===== src/rtl/uart_tx_channel_gen2.sv =====
// uart_tx_channel_gen2: baud tick generator, TX FIFO and TX serialiser in one block.
// The runtime baud divisor and FIFO status are always present. Parity generation is built
// only when the macro UART_TX_PARITY_EN is defined. Without it, i_parity_mode is ignored
// and every frame is start + DBIT data bits + stop.
module uart_tx_channel_gen2 #(
  parameter int DBIT     = 8,
  parameter int SB_TICK  = 16,
  parameter int DVSR_BIT = 8,
  parameter int FIFO_W   = 2,
  parameter int OVS      = 16
) (
  input  logic                clk,
  input  logic                reset,
  input  logic                i_wr,
  input  logic [DBIT-1:0]     i_data,
  input  logic [DVSR_BIT-1:0] i_dvsr,
  input  logic [1:0]          i_parity_mode,
  output logic                o_tx,
  output logic                o_full,
  output logic                o_empty,
  output logic [FIFO_W:0]     o_level,
  output logic                o_busy,
  output logic                o_done_tick,
  output logic                o_overflow
);

  localparam int DEPTH  = 2**FIFO_W;
  localparam int MAXT   = (OVS > SB_TICK) ? OVS : SB_TICK;
  localparam int TCNT_W = $clog2(MAXT + 1);
  localparam int NBIT_W = (DBIT > 1) ? $clog2(DBIT) : 1;

  localparam logic [TCNT_W-1:0] OVS_LAST  = TCNT_W'(OVS - 1);
  localparam logic [TCNT_W-1:0] SB_LAST   = TCNT_W'(SB_TICK - 1);
  localparam logic [NBIT_W-1:0] DBIT_LAST = NBIT_W'(DBIT - 1);
  localparam logic [FIFO_W:0]   DEPTH_L   = (FIFO_W+1)'(DEPTH);

`ifdef UART_TX_PARITY_EN
  typedef enum logic [2:0] {S_IDLE, S_START, S_DATA, S_PARITY, S_STOP} state_t;
`else
  typedef enum logic [2:0] {S_IDLE, S_START, S_DATA, S_STOP} state_t;
`endif

  // Even parity drives the XOR of the data; odd parity drives its complement.
  function automatic logic f_parity(input logic [DBIT-1:0] data, input logic odd);
    return odd ? ~(^data) : (^data);
  endfunction

  state_t                r_state;
  logic [DVSR_BIT-1:0]   r_bcnt;
  logic [DVSR_BIT-1:0]   w_lim;
  logic                  w_tick;
  logic [DBIT-1:0]       r_mem [DEPTH];
  logic [FIFO_W-1:0]     r_wptr;
  logic [FIFO_W-1:0]     r_rptr;
  logic [FIFO_W:0]       r_level;
  logic [FIFO_W:0]       w_level_nxt;
  logic                  r_full;
  logic                  r_empty;
  logic                  r_overflow;
  logic                  w_push;
  logic                  w_pop;
  logic [DBIT-1:0]       w_head;
  logic [DBIT-1:0]       r_shift;
  logic [TCNT_W-1:0]     r_tcnt;
  logic [NBIT_W-1:0]     r_nbit;
  logic                  w_bit_end;
  logic                  r_tx;
  logic                  r_done;

`ifdef UART_TX_PARITY_EN
  logic                  r_par_en;
  logic                  r_par_bit;
`else
  logic                  w_unused_mode;
  assign w_unused_mode = ^i_parity_mode;
`endif

  // Divisors 0 and 1 both mean one tick per clock.
  assign w_lim  = (i_dvsr > DVSR_BIT'(1)) ? (i_dvsr - DVSR_BIT'(1)) : '0;
  assign w_tick = (r_bcnt == w_lim);

  // Free-running baud counter; an over-range count after a divisor change wraps at once.
  always_ff @(posedge clk or negedge reset) begin
    if (!reset) begin
      r_bcnt <= '0;
    end else if (r_bcnt >= w_lim) begin
      r_bcnt <= '0;
    end else begin
      r_bcnt <= r_bcnt + DVSR_BIT'(1);
    end
  end

  // A write while full is rejected even if the serialiser pops in the same cycle.
  assign w_push    = i_wr && !r_full;
  assign w_pop     = (r_state == S_IDLE) && !r_empty;
  assign w_head    = r_mem[r_rptr];
  assign w_bit_end = w_tick && (r_tcnt == OVS_LAST);

  // Next FIFO occupancy; simultaneous push and pop leave it unchanged.
  always_comb begin
    w_level_nxt = r_level;
    if (w_push && !w_pop) begin
      w_level_nxt = r_level + (FIFO_W+1)'(1);
    end else if (!w_push && w_pop) begin
      w_level_nxt = r_level - (FIFO_W+1)'(1);
    end
  end

  // FIFO storage holds data only, so it carries no reset.
  always_ff @(posedge clk) begin
    if (w_push) begin
      r_mem[r_wptr] <= i_data;
    end
  end

  // FIFO pointers, registered status flags and the overflow pulse.
  always_ff @(posedge clk or negedge reset) begin
    if (!reset) begin
      r_wptr     <= '0;
      r_rptr     <= '0;
      r_level    <= '0;
      r_full     <= 1'b0;
      r_empty    <= 1'b1;
      r_overflow <= 1'b0;
    end else begin
      if (w_push) begin
        r_wptr <= r_wptr + FIFO_W'(1);
      end
      if (w_pop) begin
        r_rptr <= r_rptr + FIFO_W'(1);
      end
      r_level    <= w_level_nxt;
      r_full     <= (w_level_nxt == DEPTH_L);
      r_empty    <= (w_level_nxt == '0);
      r_overflow <= i_wr && r_full;
    end
  end

  // Shift register: loaded from the FIFO head on pop, shifted right at each data-bit end.
  always_ff @(posedge clk) begin
    if (w_pop) begin
      r_shift <= w_head;
    end else if ((r_state == S_DATA) && w_bit_end) begin
      r_shift <= r_shift >> 1;
    end
  end

`ifdef UART_TX_PARITY_EN
  // Parity bit is computed from the byte as it is loaded, using the mode in force then.
  always_ff @(posedge clk) begin
    if (w_pop) begin
      r_par_bit <= f_parity(w_head, i_parity_mode[1]);
    end
  end
`endif

  // Serialiser FSM; o_tx is registered from the current state, so the line lags state by one clock.
  always_ff @(posedge clk or negedge reset) begin
    if (!reset) begin
      r_state  <= S_IDLE;
      r_tx     <= 1'b1;
      r_done   <= 1'b0;
      r_tcnt   <= '0;
      r_nbit   <= '0;
`ifdef UART_TX_PARITY_EN
      r_par_en <= 1'b0;
`endif
    end else begin
      r_done <= 1'b0;
      case (r_state)
        S_IDLE: begin
          r_tx <= 1'b1;
          if (w_pop) begin
            r_tcnt  <= '0;
            r_state <= S_START;
`ifdef UART_TX_PARITY_EN
            r_par_en <= (i_parity_mode == 2'd1) || (i_parity_mode == 2'd2);
`endif
          end
        end
        S_START: begin
          r_tx <= 1'b0;
          if (w_tick) begin
            if (r_tcnt == OVS_LAST) begin
              r_tcnt  <= '0;
              r_nbit  <= '0;
              r_state <= S_DATA;
            end else begin
              r_tcnt <= r_tcnt + TCNT_W'(1);
            end
          end
        end
        S_DATA: begin
          r_tx <= r_shift[0];
          if (w_tick) begin
            if (r_tcnt == OVS_LAST) begin
              r_tcnt <= '0;
              if (r_nbit == DBIT_LAST) begin
`ifdef UART_TX_PARITY_EN
                r_state <= r_par_en ? S_PARITY : S_STOP;
`else
                r_state <= S_STOP;
`endif
              end else begin
                r_nbit <= r_nbit + NBIT_W'(1);
              end
            end else begin
              r_tcnt <= r_tcnt + TCNT_W'(1);
            end
          end
        end
`ifdef UART_TX_PARITY_EN
        S_PARITY: begin
          r_tx <= r_par_bit;
          if (w_tick) begin
            if (r_tcnt == OVS_LAST) begin
              r_tcnt  <= '0;
              r_state <= S_STOP;
            end else begin
              r_tcnt <= r_tcnt + TCNT_W'(1);
            end
          end
        end
`endif
        S_STOP: begin
          r_tx <= 1'b1;
          if (w_tick) begin
            if (r_tcnt == SB_LAST) begin
              r_tcnt  <= '0;
              r_done  <= 1'b1;
              r_state <= S_IDLE;
            end else begin
              r_tcnt <= r_tcnt + TCNT_W'(1);
            end
          end
        end
        default: begin
          r_tx    <= 1'b1;
          r_state <= S_IDLE;
        end
      endcase
    end
  end

  assign o_tx        = r_tx;
  assign o_full      = r_full;
  assign o_empty     = r_empty;
  assign o_level     = r_level;
  assign o_busy      = (r_state != S_IDLE);
  assign o_done_tick = r_done;
  assign o_overflow  = r_overflow;

endmodule


===== config.mk =====
export PLATFORM = sky130hd
export DESIGN_NAME = uart_tx_channel_gen2
export DESIGN_NICKNAME = d
export VERILOG_FILES = /design/src/rtl/uart_tx_channel_gen2.sv
export SDC_FILE = /design/constraint.sdc
export NUM_CORES = 1
export LEC_CHECK = 0
export ABC_AREA = 1
export CAP_MARGIN = 0
export CORE_ASPECT_RATIO = 0.5
export CORE_MARGIN = 5
export CORE_UTILIZATION = 35
export DETAILED_ROUTE_END_ITERATION = 16
export GPL_ROUTABILITY_DRIVEN = 0
export PLACE_DENSITY_LB_ADDON = 0.25
export SLEW_MARGIN = 20
export SYNTH_ARGS = -nofsm -noshare
export SYNTH_HDL_FRONTEND = slang
export SYNTH_SLANG_ARGS = --single-unit
export TNS_END_PERCENT = 30

===== constraint.sdc =====
create_clock -name clk -period 2.14 [get_ports clk]
set_input_delay 0.428 -clock clk [delete_from_list [all_inputs] [get_ports clk]]
set_output_delay 0.428 -clock clk [all_outputs]
set_load 0.02 [all_outputs]

# Yosys cells after proc, flatten, opt, wreduce, memory -nomap -nowiden
# Memories as Yosys holds them, arrays and structs flattened.
# Index checks and enable logic that the tools add are counted.
[classes]
n_lt_le_gt_ge = 2
bitwise_logic = 0
multipliers = 0
n_reduce_logical = 21
n_mux = 29
n_shift = 0
add_sub_neg = 8
n_eq_ne = 17
n_div = 0
[ops]
columns = ["operator", "count"]
rows = [
  ["$mux 3", 13],
  ["$mux 8", 4],
  ["$ne 2x2->1 const B", 8],
  ["$mux 5", 3],
  ["$pmux 3 s4", 1],
  ["$pmux 5 s2", 1],
  ["$add 8x1->8 const B", 1],
  ["$eq 8x8->1", 1],
  ["$ge 8x8->1", 1],
  ["$gt 8x1->1 const B", 1],
  ["$reduce_and 8->1", 1],
  ["$sub 8x1->8 const B", 1],
  ["$logic_and 1x1->1", 7],
  ["$add 3x1->3 const B", 2],
  ["$eq 3x2->1 const B", 2],
  ["$eq 3x3->1 const B", 2],
  ["$logic_not 3->1", 2],
  ["$pmux 3 s2", 1],
  ["$reduce_and 6->1", 1],
  ["$reduce_bool 2->1", 3],
  ["$add 5x1->5 const B", 1],
  ["$eq 5x4->1 const B", 1],
  ["$mux 1", 5],
  ["$add 2x1->2 const B", 2],
  ["8 further kinds", 12],
]
[totals]
in_bits = 21
n_memories = 1
output_inout_bits = 9
reg_bits = 39
ram_bits = 32
latch_bits = 0
wordCells = 91
rom_bits = 0
[memory_table]
columns = ["name", "depth", "width", "read_ports", "rd_clocked_by_memory_dff", "write_ports", "line_no", "rtl"]
rows = [
  ["r_mem", 4, 8, 1, 0, 1, "52", "logic [DBIT-1:0] r_mem [DEPTH];"],
]

# Longest topological paths before layout
[logic_depth]
word_depth = 7
depth_mapped = 15
ltp_nobuf = 15

# Least setup slack after synthesis
# No wires, ideal clock.
[synth_path]
kind = "in2reg"
start = "input i_dvsr[1]"
end = "register r_shift[0], enable pin"
t_arrival_ps = 2414
t_required_ps = 1756
n_path_buf = 0
setup_slack_ps = -658
stages = 12
cell_sequence = "inv_1 -> ha_1 -> inv_1 -> nor3_1 -> nand2_1 -> nand2_1 -> nand3_1 -> ha_1 -> nand2_1 -> nor2_1 -> nand3_1 -> o21ai_0"
[synth_between]
elab_chain_cells = 6
word_cells_on_any_way = 7
[synth_lines]
columns = ["item", "line_no", "rtl"]
rows = [
  ["from (decl)", "16", "input logic [DVSR_BIT-1:0] i_dvsr,"],
  ["$sub 8x1->8 / $gt 8x1->1 (equally long branches)", "79", "assign w_lim = (i_dvsr > DVSR_BIT'(1)) ? (i_dvsr - DVSR_BIT'(1)) : '0;"],
  ["$mux 8 *", "79", ""],
  ["$eq 8x8->1 *", "80", "assign w_tick = (r_bcnt == w_lim);"],
  ["$logic_and 1x1->1 *", "97", "assign w_bit_end = w_tick && (r_tcnt == OVS_LAST);"],
  ["$logic_and 1x1->1 *", "143", "end else if ((r_state == S_DATA) && w_bit_end) begin"],
  ["$reduce_bool 2->1 (no line) *", "--", ""],
  ["to (signal assigned)", "142", "r_shift <= w_head;"],
  ["to (signal assigned)", "144", "r_shift <= r_shift >> 1;"],
  ["to (decl)", "63", "logic [DBIT-1:0] r_shift;"],
]
# Every way passes the cells marked *; elsewhere a longest branch is shown, timed or not.
# A chain may end at the register's enable or synchronous reset.

# Final worst setup path
[layout_path]
start = "input i_dvsr[0]"
end = "register r_shift[2], enable pin"
# Same word-level chain as after synthesis.

==> reports/results.txt <==
Port Buffers: 27
Layout cell share with drive strength beyond 1: 23.1%
Final Hold Fails: 0
Worst-path maximum fanout: 8
Main flop type after synthesis: edfxtp_1
Worst skew pair latency: 0.33 ns
CP startpoint: i_dvsr[0]
Clk pwr share: 35.1%
Synthesis Warnings: 0
Crit path buffers/inverters: 5
Final net count: 486
Routing usage on met1: 14.7%
Antenna viol nets, final: 0
Final worst-path cycle share: 98.9%
1st-iter DRT viols: 136
Reg2reg start: r_tcnt[0]
Sequential Power Share: 40.5%
Yosys cell types: 31
DP Area: 4200 um2
Slew Limit Fails: 0
Non-Filler Instances: 586
Grt ovf: 0
Die span in x: 153 um
TritonCTS clock tree: yes
IO Count: 30
Final core occ: 47.4%
Comb power frac: 24.4%
# DRC: 0
Core Rows: 26
Reg2Reg Setup Slack: 0.43 ns
Synthesis-to-layout area growth: 33.8%
Pin count of the biggest net entering global routing: 31
CP Class: in2reg
Setup Skew: 0.00559 ns
Synth top area share: 33.7%
Vias: 2649
Worst Tran Pin Value: 0.475 ns
Commonest cells in the netlist: nor2_1, nand2_1, inv_1
Startpoint types: primary input
Initial antenna violation count: 0
Most common cell in the synthesized netlist: nor2_1
Sequential element share of the synthesized area: 54.9%
Critical Path RT: 2.19 ns
Number of enable flip-flop cells after synthesis: 40
GR peak layer: met2
CP cell instances: buf_8 > clkinv_4 > ha_4 > inv_4 > nor3_4 > buf_4 > o21ai_2 > ha_1 > nand2_2 > nor2_4 > nand3_4 > o21ai_4 > buf_12
Mean Syn Cell Area: 9.37 um2
Met3 GRT Util: 4.04%
CTS sink cnt: 70
Vias per cell: 4.52
Synth Instances: 380
Cell family with most CP delay: simple AND/OR/NAND/NOR gates
Hold-fix buffers, CTS: 0
Core area: 10100 um2
Top cells by area, synth: edfxtp_1, dfrtp_1, ha_1
DIE AREA: 12400 um2
Asr flop ratio synth: 42.9%
Slowest CP cell: ha_1
Worst path arrival time: 2.17 ns
CTS Buffer Depth: 2
Mapped Nets: 425
Worst path max stage delay: 0.29 ns
Setup TNS: 0 ns
Post-route minimum period: 2.12 ns
Met2 Usage GRT: 21.7%
CTS root buffer: clkbuf_16
Synthesized cell area: 3560 um2
Router iterations before antenna repair: 4
Max_cap viols: 0
RSZ-0062 raised after global routing: yes
Leak pwr: 0.00211 uW
Status: finished clean
Hold crit path type: in2async
Hpwl dp: 4780 um
Total CTS buffers: 9
First-pass GRT wire length: 12200 um
Sw Share: 30.3%
PwrDens: 971 nW/um2
Placed insts: 564
DP Worst Slack: -0.931 ns
CTS clk-pin slew, worst paths: 0.06 ns
Critical Path Sink Type: register
Fillers: 917
Design Area, Final: 4760 um2
Net Sw Power: 1400 uW
WL/cell: 12.2 um
RR Endpoint: r_shift[2]
# H-tree levels: 3
Max rail drop VDD: 509 uV
Max frequency: 0.473 GHz
Vias in the first global route: 2580
Reg2Reg Depth: 6
Final WL: 7120 um
Final-report setup violation count: 0
End of the critical path: r_shift[2]
Initial core utilization: 35.4%
Yosys reg bits: 70
Die H: 81.3 um
GRT Resource Usage Total: 12.6%
Cell-internal power: 3220 uW
WP depth: 13
Slew headroom: 68.3%
Setup ws final: 0.0239 ns
Cell taking the most area after synthesis: edfxtp_1
N_diodes: 0
-- metrics by stage --
stage | hold WS [ns] | power, uW
final | 0.479 | 4620
after global routing | 0.503 | 4940
after CTS | 0.487 | 4630
after detailed placement | 0.471 | 2950
after global placement | 0.464 | 2930
after floorplan | 0.132 | 2570
-- state kept, by name (all words and copies together), names as in the netlist --
register,count
r_mem,32
r_bcnt,8
r_shift,8
r_tcnt,5
o_level,3
r_nbit,3
r_rptr,2
r_state,2
r_wptr,2
o_done_tick,1
o_empty,1
o_full,1
o_overflow,1
o_tx,1
-- cell type report --
class / count / area [um2] / area share (%)
Sequential cell: 70 / 1950 / 41.0
Multi-Input combinational cell: 261 / 1640 / 34.3
Timing Repair Buffer: 55 / 484 / 10.2
Clock buffer: 9 / 225 / 4.73
Inverter: 44 / 185 / 3.89
Tap cell: 140 / 175 / 3.68
Clock inverter: 7 / 104 / 2.18
-- kinds of logic after synthesis --
logic type	share of synthesized area [%]
xor gates and xnor gates	2.46
buffers and inverters	5.41
AOI/OAI and AO/OA	6.43
muxes	0.281
DFF	54.9
and+or+nand+nor	22.1
adders and majority gates	8.43
-- how the worst min path moves through the flow --
stage | startpoint | slack (ns) | cells after the start | end
floorplan | reset | 0.13 | 0 | o_done_tick
global placement | r_nbit[1] | 0.46 | 2 | r_nbit[1]
detailed placement | r_nbit[2] | 0.47 | 2 | r_nbit[2]
CTS | reset | 0.49 | 2 | r_wptr[0]
global route | r_nbit[2] | 0.50 | 2 | r_nbit[2]
finish | reset | 0.48 | 2 | r_wptr[0]
-- power groups by stage --
stage,clock [uW],combinational (uW),sequential [uW]
floorplan,0,661,1910
global placement,0,1040,1890
detailed placement,0,1060,1890
CTS,1670,1090,1870
global route,1740,1290,1900
finish,1620,1130,1870
-- cell usage in the layout (no fill, tap or decap), drive strengths merged, types with 7 or more instances in the layout --
cell	synthesis	layout
clkdlybuf4s50	0	18
edfxtp	40	40
a21oi	7	7
clkbuf	0	11
nand2	72	72
o21ai	27	27
xor2	7	7
nor2	80	80
a31oi	7	7
nand3	24	24
ha	24	24
inv	43	45
buf	5	32
dfrtp	28	28
-- what timing repair did --
item                                    CTS  global route
buffers inserted                          5             1
pin swaps                                10            19
endpoints found under the setup margin   28            26
gates resized for setup                  37            39
-- per-layer routing --
layer	vias to the layer above	wire length [um]
li1	1372	-
met1	1222	3230
met2	47	3490
met3	8	273
met4	0	127
met5	-	0
Note: power is estimated with default switching activity, not from simulation.
